`config.mk`:
```
export PLATFORM = sky130hd
export DESIGN_NAME = uart_rx
export DESIGN_NICKNAME = d
export VERILOG_FILES = /design/src/rtl/uart_pkg.sv /design/src/rtl/uart_sync2.sv /design/src/rtl/uart_rx.sv
export SDC_FILE = /design/constraint.sdc
export NUM_CORES = 1
export LEC_CHECK = 0
export BUFFER_PORTS_ARGS = -buffer_cell sky130_fd_sc_hd__buf_2
export CORE_MARGIN = 2
export CORE_UTILIZATION = 35
export DETAILED_ROUTE_END_ITERATION = 12
export GPL_TIMING_DRIVEN = 0
export PLACE_DENSITY = 0.6
export SKIP_CTS_REPAIR_TIMING = 1
export SLEW_MARGIN = 25
export SYNTH_ARGS = -nofsm -noshare
export SYNTH_HDL_FRONTEND = slang
export SYNTH_SLANG_ARGS = --single-unit
```
`constraint.sdc`:
```
create_clock -name CLK -period 1.9 [get_ports CLK]
set_input_delay 0.38 -clock CLK [delete_from_list [all_inputs] [get_ports CLK]]
set_output_delay 0.38 -clock CLK [all_outputs]
set_load 0.005 [all_outputs]
```
`src/rtl/uart_pkg.sv`:
```
// Shared UART definitions: receiver/transmitter state encoding and default bit timing.
package uart_pkg;

  localparam int UART_CLKS_PER_BIT = 5208;  // 50 MHz / 9600 baud

  typedef enum logic [2:0] {
    IDLE,
    START,
    DATA,
    PARITY,
    STOP,
    BREAK
  } uart_state_e;

endpackage

```
`src/rtl/uart_sync2.sv`:
```
// Two-flop synchronizer for an asynchronous level; both flops reset to 1 (idle line level).
module uart_sync2 (
  input  logic clk,
  input  logic rst_n,
  input  logic d,
  output logic q
);

  logic meta;

  // NOTE: sequential state uses non-blocking assignments so meta->q forms a real two-stage shift.
  always_ff @(posedge clk or negedge rst_n) begin
    if (!rst_n) begin
      meta <= 1'b1;
      q    <= 1'b1;
    end else begin
      meta <= d;
      q    <= meta;
    end
  end

endmodule

```
`src/rtl/uart_rx.sv`:
```
// 8-bit UART receiver (8N1; 8E1/8O1 when UART_RX_PARITY_EN is defined) with mid-bit sampling,
// frame-error detection and a break state that reports a held-low line only once.
module uart_rx
  import uart_pkg::*;
#(
  parameter int CLKS_PER_BIT = UART_CLKS_PER_BIT,
  parameter int PARITY_ODD   = 0
) (
  input  logic       CLK,
  input  logic       RST_N,
  input  logic       RX_IN,
  output logic       RX_DV,
  output logic [7:0] RX_Byte,
  output logic       RX_Active,
  output logic       RX_FRAME_ERR,
  output logic       RX_PARITY_ERR
);

  localparam int CW = $clog2(CLKS_PER_BIT);
  localparam logic [CW-1:0] HALF = CW'((CLKS_PER_BIT - 1) / 2);
  localparam logic [CW-1:0] LAST = CW'(CLKS_PER_BIT - 1);

  if (CLKS_PER_BIT < 4 || PARITY_ODD < 0 || PARITY_ODD > 1) begin : g_param_check
    $error("uart_rx: CLKS_PER_BIT must be >= 4 and PARITY_ODD must be 0 or 1");
  end

  logic          rx_s;
  uart_state_e   state_q, state_d;
  logic [CW-1:0] cnt_q, cnt_d;
  logic [2:0]    idx_q, idx_d;
  logic [7:0]    data_q, data_d;
  logic [7:0]    byte_q, byte_d;
  logic          dv_q, dv_d;
  logic          ferr_q, ferr_d;

`ifdef UART_RX_PARITY_EN
  localparam logic ODD = 1'(PARITY_ODD);
  logic par_q, par_d;
  logic perr_q, perr_d;
`endif

  uart_sync2 u_sync (
    .clk  (CLK),
    .rst_n(RST_N),
    .d    (RX_IN),
    .q    (rx_s)
  );

  always_ff @(posedge CLK or negedge RST_N) begin
    if (!RST_N) begin
      state_q <= IDLE;
    end else begin
      state_q <= state_d;
    end
  end

  // NOTE: the data shift register is reset along with control; a reset mid-frame leaves no stale bits.
  always_ff @(posedge CLK or negedge RST_N) begin
    if (!RST_N) begin
      cnt_q  <= '0;
      idx_q  <= '0;
      data_q <= '0;
      byte_q <= '0;
      dv_q   <= 1'b0;
      ferr_q <= 1'b0;
`ifdef UART_RX_PARITY_EN
      par_q  <= 1'b0;
      perr_q <= 1'b0;
`endif
    end else begin
      cnt_q  <= cnt_d;
      idx_q  <= idx_d;
      data_q <= data_d;
      byte_q <= byte_d;
      dv_q   <= dv_d;
      ferr_q <= ferr_d;
`ifdef UART_RX_PARITY_EN
      par_q  <= par_d;
      perr_q <= perr_d;
`endif
    end
  end

  // NOTE: every signal gets a default before the case so no path leaves one unassigned (no latches).
  always_comb begin
    state_d = state_q;
    cnt_d   = cnt_q;
    idx_d   = idx_q;
    data_d  = data_q;
    byte_d  = byte_q;
    dv_d    = 1'b0;
    ferr_d  = 1'b0;
`ifdef UART_RX_PARITY_EN
    par_d   = par_q;
    perr_d  = 1'b0;
`endif

    unique case (state_q)
      IDLE: begin
        if (!rx_s) begin
          cnt_d   = '0;
          state_d = START;
        end
      end

      // Re-check the start bit at its midpoint to reject short glitches.
      START: begin
        if (cnt_q == HALF) begin
          cnt_d   = '0;
          idx_d   = '0;
          state_d = rx_s ? IDLE : DATA;
        end else begin
          cnt_d = cnt_q + 1'b1;
        end
      end

      DATA: begin
        if (cnt_q == LAST) begin
          cnt_d         = '0;
          data_d[idx_q] = rx_s;
          idx_d         = idx_q + 1'b1;
          if (idx_q == 3'd7) begin
`ifdef UART_RX_PARITY_EN
            state_d = PARITY;
`else
            state_d = STOP;
`endif
          end
        end else begin
          cnt_d = cnt_q + 1'b1;
        end
      end

`ifdef UART_RX_PARITY_EN
      PARITY: begin
        if (cnt_q == LAST) begin
          cnt_d   = '0;
          par_d   = rx_s;
          state_d = STOP;
        end else begin
          cnt_d = cnt_q + 1'b1;
        end
      end
`endif

      // Leave at mid-stop so a following start bit is never missed.
      STOP: begin
        if (cnt_q == LAST) begin
          cnt_d = '0;
          if (rx_s) begin
            byte_d  = data_q;
            dv_d    = 1'b1;
`ifdef UART_RX_PARITY_EN
            perr_d  = ((^data_q) ^ par_q) != ODD;
`endif
            state_d = IDLE;
          end else begin
            ferr_d  = 1'b1;
            state_d = BREAK;
          end
        end else begin
          cnt_d = cnt_q + 1'b1;
        end
      end

      BREAK: begin
        if (rx_s) begin
          state_d = IDLE;
        end
      end

      default: state_d = IDLE;
    endcase
  end

  assign RX_DV        = dv_q;
  assign RX_Byte      = byte_q;
  assign RX_Active    = (state_q != IDLE);
  assign RX_FRAME_ERR = ferr_q;
`ifdef UART_RX_PARITY_EN
  assign RX_PARITY_ERR = perr_q;
`else
  assign RX_PARITY_ERR = 1'b0;
`endif

endmodule
```
==> results.py <==
metrics = {
    "sta": {
        "period_share": 1.05,
        "drv_slew": 0,
        "worst_slack_ns": -0.0869,
        "period_minus_slack_ns": 1.99,
        "tightest_slew_ns": 0.858,
        "hold_violations": 0,
        "fmax_mhz": 503,
        "relSlewSlack": 0.428,
        "skew_ns": 0.00534,
        "setup-violations-final": 9,
        "whs_ns": 0.177,
        "rsz0062_at_grt": "true",
        "setup_tns_ns": -0.453,
    },
    "yosys": {
        "ys_types": 47,
        "synth_cells": 189,
        "yosys-mux-area-fraction": 0.0891,
        "synth_compound_area_frac": 0.126,
        "synth-adder-area-share": 0.0186,
        "synth_seq_cells": 39,
        "synthFlopType": "dfrtp_1",
        "synth.avg_cell_area_um2": 10.7,
        "syn_nets": 195,
        "synth_top_family_by_area": "simple AND/OR/NAND/NOR gates",
        "synth_simple_gate_area_frac": 0.220,
        "synth_xor_area_frac": 0.0173,
        "syn-cell-area_mm2": 0.00202,
        "yosysWarnings": 0,
        "async_reset_ff_frac": 1.00,
        "ys_seq_area_frac": 0.484,
        "synth_edf_count": 0,
    },
    "grt": {
        "grt_max_degree": 40,
        "grt_usage": 0.133,
        "grt-ovfl-total": 0,
        "grt_pass1_wl_mm": 6.64,
        "grt_pass1_vias": 1397,
        "antenna_found_initial": 0,
    },
    "layout": {
        "syn2layout_area_growth_pct": 23.2,
        "layout.cells.non_filler": 292,
        "n_antenna_cell": 0,
        "fill_cells": 529,
        "final_area_mm2": 0.00249,
        "layout_common_cells": "35 x dfrtp_1, 15 x nand2_1, 14 x buf_2",
        "multi_input_area_mm2": 0.00106,
        "final_common_cell": "dfrtp_1",
        "fin_util": 0.450,
        "drive_above_1_share": 0.359,
        "regArea_um2": 981,
        "nets": 225,
    },
    "critical_path": {
        "path_common_cell": "nor3b_2",
        "required_ns": 2.08,
        "reg2reg_from": "state_q[0]",
        "crit_type": "reg -> reg",
        "critPathLaunchType": "register",
        "r2r_end": "data_q[4]",
        "path_max_fanout": 10,
        "crit_start": "state_q[0]",
        "endpoint_kind": "register",
        "rrSetupSlack_ns": -0.09,
        "crit_path_cell_trace": "buf_4 > nor3b_2 > nand4_1 > nand2b_4 > nor3b_2 > mux2_4",
        "worstRegToRegCells": 6,
        "critPathMaxStageDelay_ns": 0.36,
        "critPathArrivalTime_ns": 2.17,
        "critPathCapture": "data_q[4]",
        "critPathSlowestCell": "dfrtp_1",
    },
    "place": {
        "port_buffers": 13,
        "place.gp.congestion": 0.766,
        "dp_slack_ns": -0.0659,
        "place_inst": 274,
        "post_dp_cell_area_mm2": 0.00218,
        "place_hpwl_mm": 2.51,
    },
    "die": {
        "die_height_um": 80.0,
        "coreArea_mm2": 0.00554,
        "die-area_mm2": 0.00640,
        "start_util": 0.365,
        "fp-row-count": 27,
        "ios": 15,
        "dieWidth_um": 80.0,
    },
    "pwr": {
        "vdd_drop_max_mv": 0.316,
        "power_leakage_nw": 1.14,
        "cellPowerDensity_mw_per_mm2": 674,
        "p_total_mw": 1.68,
    },
    "job": {
        "timing.max_cap.violations": 0,
    },
    "detailed_routing": {
        "routedWlPerCell_um": 13.8,
        "vias_per_cell": 5.12,
        "drt-total-wl_mm": 4.04,
        "ant_nets": 0,
        "vias": 1495,
        "drtPass1Iterations": 4,
        "drtIter0Drc": 56,
        "route.detailed.drc": 0,
    },
    "clock_tree": {
        "path_clk_slew_ns": 0.07,
        "ctsHtreeMaxLevel": 2,
        "cts_made_buffers": 5,
        "clk_latency_ns": 0.30,
        "clockRootBuffer": "clkbuf_8",
        "cts_tree": "built",
        "clockBufferDepth": 2,
        "numClockSinks": 39,
    },
    "worst_hold_path": {
        "hold_class": "in -> reg",
        "hold_start": "RX_IN",
    },
    "status": {
        "violations": "setup timing",
        "outcome": "finished, violations left",
    },
}
logic make-up (layout without fill, tap and decap cells):
| family | count (synthesis) | in the layout |
|---|---|---|
| AO/OA/AOI/OAI | 38 | 38 |
| XOR/XNOR | 4 | 4 |
| buffers and inverters | 17 | 48 |
| adder cells (fa/ha/maj) | 3 | 3 |
| flip-flops | 39 | 39 |
| AND/OR/NAND/NOR | 71 | 71 |
| other | 1 | 1 |
| multiplexers | 16 | 16 |
metal layers:
layer  track usage  wire (um)  up-vias
met1         0.185       1920      726
met5             0          0        -
met2         0.197       1900       25
met4        0.0610         78        0
li1              -          -      737
met3        0.0283        140        7
worst min-delay path by stage:
stage,endpoint,cells after the start
after floorplan,RX_Byte[0],0
after CTS,u_sync.meta,1
after global placement,u_sync.q,0
final,u_sync.meta,1
after global routing,u_sync.meta,1
after detailed placement,u_sync.q,0
state kept, by name (all words and copies together) (netlist names):
register	flops
u_sync.meta	1
RX_FRAME_ERR	1
data_q	8
RX_Byte	8
RX_DV	1
state_q	3
u_sync.q	1
cnt_q	13
idx_q	3
power breakdown:
group | switching, mW | leakage, nW | internal [mW]
Clock | 0.294 | 0.0654 | 0.525
Sequential | 0.00226 | 0.521 | 0.833
Combinational | 0.0196 | 0.550 | 0.00395
Total | 0.316 | 1.14 | 1.36
worst max-delay path: cells and delay by family (launching register included):
family,cells,cell delay [ns]
buf+inv,1,0.17
flops,1,0.36
mux,1,0.32
simple gates,4,1.03
layout make-up:
class,count,area share
Multi-Input combinational cell,133,0.424
Sequential cell,39,0.394
Timing Repair Buffer,23,0.0563
Tap cell,72,0.0362
Clock buffer,6,0.0291
Clock inverter,2,0.0241
Buffer,8,0.0231
Inverter,9,0.0136
Yosys cell counts, types with 2 or more instances:
master	n	area, um2
dfstp_2	2	52.6
o21ai_1	4	20.0
nor3b_2	4	50.1
nand2_1	15	56.3
buf_4	2	15.0
nor3_1	6	30.0
a21oi_1	7	35.0
dfrtp_1	37	926
a21o_1	2	15.0
a22o_1	2	17.5
o21ai_0	13	65.1
inv_1	9	33.8
nor2_1	12	45.0
xor2_1	2	17.5
nand4_1	4	25.0
nor4b_2	2	30.0
a31oi_1	4	25.0
nor3b_1	2	15.0
clkbuf_1	2	7.51
buf_6	2	22.5
and3_1	3	18.8
ha_1	3	37.5
nor2b_1	3	18.8
mux2_2	15	169
nand3b_1	2	15.0
nand3_1	8	40.0
xnor2_1	2	17.5
Power figures use the tool's default switching activity.
